==> src/rtl/pipe_pkg.sv <==
// rtl/pipe_pkg.sv - shared definitions for the pipeline stage latches
//
// Purpose: default payload/control widths and the skid-buffer state
// encoding shared by every pipeline latch (ID/EX, EX/MEM, MEM/WB).
// Ports: none (package).

package pipe_pkg;

  localparam int PIPE_DATA_W = 96;
  localparam int PIPE_CTRL_W = 11;

  // The encoding doubles as the occupancy count; 2'd3 is never used.
  typedef enum logic [1:0] {
    ST_EMPTY = 2'd0,
    ST_MAIN  = 2'd1,
    ST_SKID  = 2'd2
  } pipe_state_e;

  function automatic logic [1:0] state_occupancy(input pipe_state_e s);
    case (s)
      ST_MAIN: return 2'd1;
      ST_SKID: return 2'd2;
      default: return 2'd0;
    endcase
  endfunction

endpackage

==> src/rtl/pipe_latch_skid.sv <==
// rtl/pipe_latch_skid.sv - two-entry skid-buffered pipeline latch
//
// Purpose: registered pipeline stage with a main (output) register and one
// skid register so o_ready depends only on local state, never on i_ready.
// Ports:
//   clk, rst          clock, synchronous active-high reset
//   i_flush           discard held beats and the incoming beat
//   i_valid/o_ready   upstream handshake, i_data/i_ctrl payload
//   o_valid/i_ready   downstream handshake, o_data/o_ctrl payload
//   o_occupancy       held beats (0..2)

module pipe_latch_skid
  import pipe_pkg::*;
#(
  parameter int DATA_W              = PIPE_DATA_W,
  parameter int CTRL_W              = PIPE_CTRL_W,
  parameter bit ZERO_CTRL_ON_BUBBLE = 1'b1
) (
  input  logic              clk,
  input  logic              rst,
  input  logic              i_flush,
  input  logic              i_valid,
  output logic              o_ready,
  input  logic [DATA_W-1:0] i_data,
  input  logic [CTRL_W-1:0] i_ctrl,
  output logic              o_valid,
  input  logic              i_ready,
  output logic [DATA_W-1:0] o_data,
  output logic [CTRL_W-1:0] o_ctrl,
  output logic [1:0]        o_occupancy
);

  pipe_state_e       state_q, state_d;
  logic [DATA_W-1:0] main_data_q, skid_data_q;
  logic [CTRL_W-1:0] main_ctrl_q, skid_ctrl_q;
  logic              load_main_in;
  logic              load_main_skid;
  logic              load_skid;

  always_comb begin
    state_d        = state_q;
    load_main_in   = 1'b0;
    load_main_skid = 1'b0;
    load_skid      = 1'b0;
    case (state_q)
      ST_EMPTY: begin
        if (i_valid) begin
          load_main_in = 1'b1;
          state_d      = ST_MAIN;
        end
      end
      ST_MAIN: begin
        if (i_valid && i_ready) begin
          load_main_in = 1'b1;
        end else if (i_valid) begin
          load_skid = 1'b1;
          state_d   = ST_SKID;
        end else if (i_ready) begin
          state_d = ST_EMPTY;
        end
      end
      ST_SKID: begin
        // o_ready is low here, so i_valid carries no accepted beat.
        if (i_ready) begin
          load_main_skid = 1'b1;
          state_d        = ST_MAIN;
        end
      end
      default: state_d = ST_EMPTY;
    endcase
    // Flush overrides every handshake in the same cycle.
    if (i_flush) begin
      load_main_in   = 1'b0;
      load_main_skid = 1'b0;
      load_skid      = 1'b0;
      state_d        = ST_EMPTY;
    end
  end

  always_ff @(posedge clk) begin
    if (rst) begin
      state_q     <= ST_EMPTY;
      main_data_q <= '0;
      main_ctrl_q <= '0;
      skid_data_q <= '0;
      skid_ctrl_q <= '0;
    end else begin
      state_q <= state_d;
      if (load_main_in) begin
        main_data_q <= i_data;
        main_ctrl_q <= i_ctrl;
      end else if (load_main_skid) begin
        main_data_q <= skid_data_q;
        main_ctrl_q <= skid_ctrl_q;
      end
      if (load_skid) begin
        skid_data_q <= i_data;
        skid_ctrl_q <= i_ctrl;
      end
    end
  end

  assign o_ready     = (state_q != ST_SKID);
  assign o_valid     = (state_q == ST_MAIN) || (state_q == ST_SKID);
  assign o_occupancy = state_occupancy(state_q);
  assign o_data      = main_data_q;
  // Bubbles carry no control so downstream stages never see stale writes.
  assign o_ctrl      = (ZERO_CTRL_ON_BUBBLE && !o_valid) ? '0 : main_ctrl_q;

endmodule

==> config.mk <==
export PLATFORM = sky130hd
export DESIGN_NAME = pipe_latch_skid
export DESIGN_NICKNAME = d
export VERILOG_FILES = /design/src/rtl/pipe_pkg.sv /design/src/rtl/pipe_latch_skid.sv
export SDC_FILE = /design/constraint.sdc
export NUM_CORES = 1
export LEC_CHECK = 0
export BUFFER_PORTS_ARGS = -buffer_cell sky130_fd_sc_hd__buf_2
export CAP_MARGIN = 20
export CORE_MARGIN = 2
export CORE_UTILIZATION = 40
export CTS_BUF_LIST = sky130_fd_sc_hd__clkbuf_8 sky130_fd_sc_hd__clkbuf_16
export CTS_CLUSTER_SIZE = 25
export DETAILED_ROUTE_END_ITERATION = 10
export HOLD_SLACK_MARGIN = 0.12
export PLACE_DENSITY = 0.74
export SKIP_LAST_GASP = 1
export SYNTH_ARGS = -nofsm -noshare
export SYNTH_HDL_FRONTEND = slang
export SYNTH_SLANG_ARGS = --single-unit
==> constraint.sdc <==
create_clock -name clk -period 5.15 [get_ports clk]
set_input_delay 1.03 -clock clk [delete_from_list [all_inputs] [get_ports clk]]
set_output_delay 1.03 -clock clk [all_outputs]
set_load 0.01 [all_outputs]
==> impl_metrics.tcl <==
set metrics [dict create \
    status "finished, final reports clean" \
    critPathRequiredTime_ps 4120 \
    tns_ps 0 \
    timing.rr.start "state_q[0]" \
    clk_path_buf_depth 3 \
    hold_violations 0 \
    ys_seq_area_frac 0.4698 \
    critical-path-top-delay-family "adder cells" \
    num-fill-cells 2131 \
    crit_fanout 12 \
    dr.pass1.iters 4 \
    synth_area_sq_um 9204 \
    routed_wl_um 23130 \
    cts_tree "yes" \
    grt_setup_unrepaired "no" \
    grt_overflow 0 \
    mostFrequentLayoutCell "nand2_1" \
    ant_nets 0 \
    die_y_um 155.7 \
    die-area_sq_um 24240 \
    drtIter0Drc 509 \
    root_buffer "clkbuf_16" \
    slew_headroom 0.2802 \
    grtUsageTotal 0.1848 \
    viasPerCell 5.173 \
    end_kind "output port" \
    syn_inst 1100 \
    startpoint_type "register" \
    path_class "reg -> out" \
    std_cell_rows 55 \
    area_growth_pct 21.18 \
    fin_crit_ps 2968 \
    vias 8112 \
    ys_seq_elements 216 \
    dp_hpwl_um 14080 \
    worst_slew_pin_slew_ps 1080 \
    wire_per_inst_um 14.75 \
    hold_buffers 0 \
    yosysUniqueCellTypes 23 \
    worstSkewPairLatency_ps 510 \
    grt_pass1_wl_um 37740 \
    die_w_um 155.7 \
    leakage_uw 0.004262 \
    fin_worst_skew_ps 10.10 \
    max_freq_mhz 336.9 \
    htreeDepth 1 \
    avgSynthCellArea_sq_um 8.367 \
    drv_cap 0 \
    grt_pass1_vias 7738 \
    worstHoldStart "skid_data_q[20]" \
    core_sq_um 22640 \
    drive_above_1_share 0.2949 \
    drcViolationCount 0 \
    pin_count 223 \
    setup_viol 0 \
    syn-num-nets 1217 \
    finalMaxSlewViolations 0 \
    path_buf_inv 2 \
    use_met3 0.04306 \
    crit_arrival_ps 1940 \
    grtUsageMet2 0.3080 \
    startpoint "state_q[0]" \
    cpPeakStageDelay_ps 550 \
    max-vdd-ir-drop_mv 0.3159 \
    path_cells "inv_1 -> ha_1 -> and2_1 -> buf_2" \
    clk_pin_slew_ps 60 \
    grt_max_degree 115 \
    hold_class "reg -> reg" \
    antenna_found_initial 1 \
    nets 1383 \
    finalWeightedCongestion 0.7445 \
    fin_util 0.4926 \
    power_density_nw_per_um2 351.2 \
    numCtsBuffers 25 \
    cts_setup_buffers 0 \
    cts_sinks 216 \
    port_buffers 222 \
    post_cts_resize_count 0 \
    ys_warn_count 0 \
    slowest_stage "ha_1" \
    fin_crit_sh 0.5763 \
    top_usage_layer "met2" \
    layout_common_cells "nand2_1 (432), buf_2 (221), dfxtp_1 (216)" \
    grt_util_met1 0.2426 \
    initial_core_util 0.4065 \
]
-- through the flow --
| step | worst slack [ps] | instances | total power (uW) | area (sq um) | hold WS, ps |
|---|---|---|---|---|---|
| 2_1_floorplan | 2942 | 1100 | 2045 | 9204 | 436.6 |
| 3_3_place_gp | 2231 | 1524 | 2178 | 10320 | 441.4 |
| 3_5_place_dp | 2152 | 1524 | 2186 | 10320 | 446.9 |
| 4_1_cts | 2178 | 1567 | 3959 | 11150 | 454.8 |
| 5_1_grt | 2093 | 1568 | 4060 | 11150 | 468.9 |
| 6_report | 2182 | 1568 | 3917 | 11150 | 452.9 |
-- worst paths after layout --
check	endpoint	slack [ps]	cells after the start
max	o_ctrl[4]	2180	4
min	skid_data_q[20]	450	2
max reg2reg	o_data[36]	2580	7
min reg2reg	skid_data_q[20]	450	2
-- final cells by class --
type                       count  area, sq um  share of cell area
antenna                        1        2.502           0.0002244
clock inverter                11        106.4            0.009536
clock buffer                  32        721.9             0.06473
sequential                   216         4324              0.3877
inverter                       3        11.26            0.001010
timing repair buffer         234         1247              0.1118
multi-input combinational    786         4383              0.3930
tap                          285        356.6             0.03197
-- cell families (layout without fill, tap and decap cells) --
kind of cell	after synthesis	count (layout)	synth area share
fa+ha+maj	5	5	0.006797
compound gates	221	221	0.2334
buf+inv	98	280	0.05628
flops	216	216	0.4698
other cells	0	1	0
simple gates	560	560	0.2337
-- per-layer routing --
metal,part of all wire,vias up
met1,0.45,3827
met2,0.47,230
met5,0,-
li1,-,4019
met3,0.067,36
met4,0.020,0
-- where the power goes --
part	internal [uW]	switching, uW	total (uW)	leakage, uW
registers	1740	36.9	1780	0.00176
logic	155	220	375	0.00207
clock network	1080	686	1770	0.000430
-- Yosys cell counts --
master | number | area, sq um
clkbuf_1 | 59 | 221.5
buf_8 | 7 | 105.1
buf_1 | 2 | 7.510
a41o_1 | 2 | 20.02
a21oi_1 | 110 | 550.5
ha_1 | 5 | 62.56
nor3_2 | 1 | 10.01
or2_2 | 1 | 6.260
dfxtp_1 | 216 | 4324
or3b_1 | 1 | 8.760
buf_2 | 21 | 105.1
inv_1 | 3 | 11.26
o21bai_1 | 1 | 7.510
a21o_1 | 1 | 7.510
nor2_1 | 111 | 416.7
buf_6 | 6 | 67.56
nor2b_1 | 1 | 6.260
and2_1 | 11 | 68.82
nand2_1 | 432 | 1622
or3_1 | 1 | 6.260
a311oi_1 | 7 | 61.31
nor2_2 | 1 | 6.260
a311oi_2 | 100 | 1501
-- tightest hold or removal path, stage by stage, from the launching register on --
cell	delay, ps
dfxtp_1	310
nand2_1	50
a21oi_1	50
-- registers in the layout, indices dropped and copies added (netlist names) --
signal       cells
o_data          96
skid_ctrl_q     11
skid_data_q     96
main_ctrl_q     11
state_q          2
Note: power is estimated with default switching activity, not from simulation.
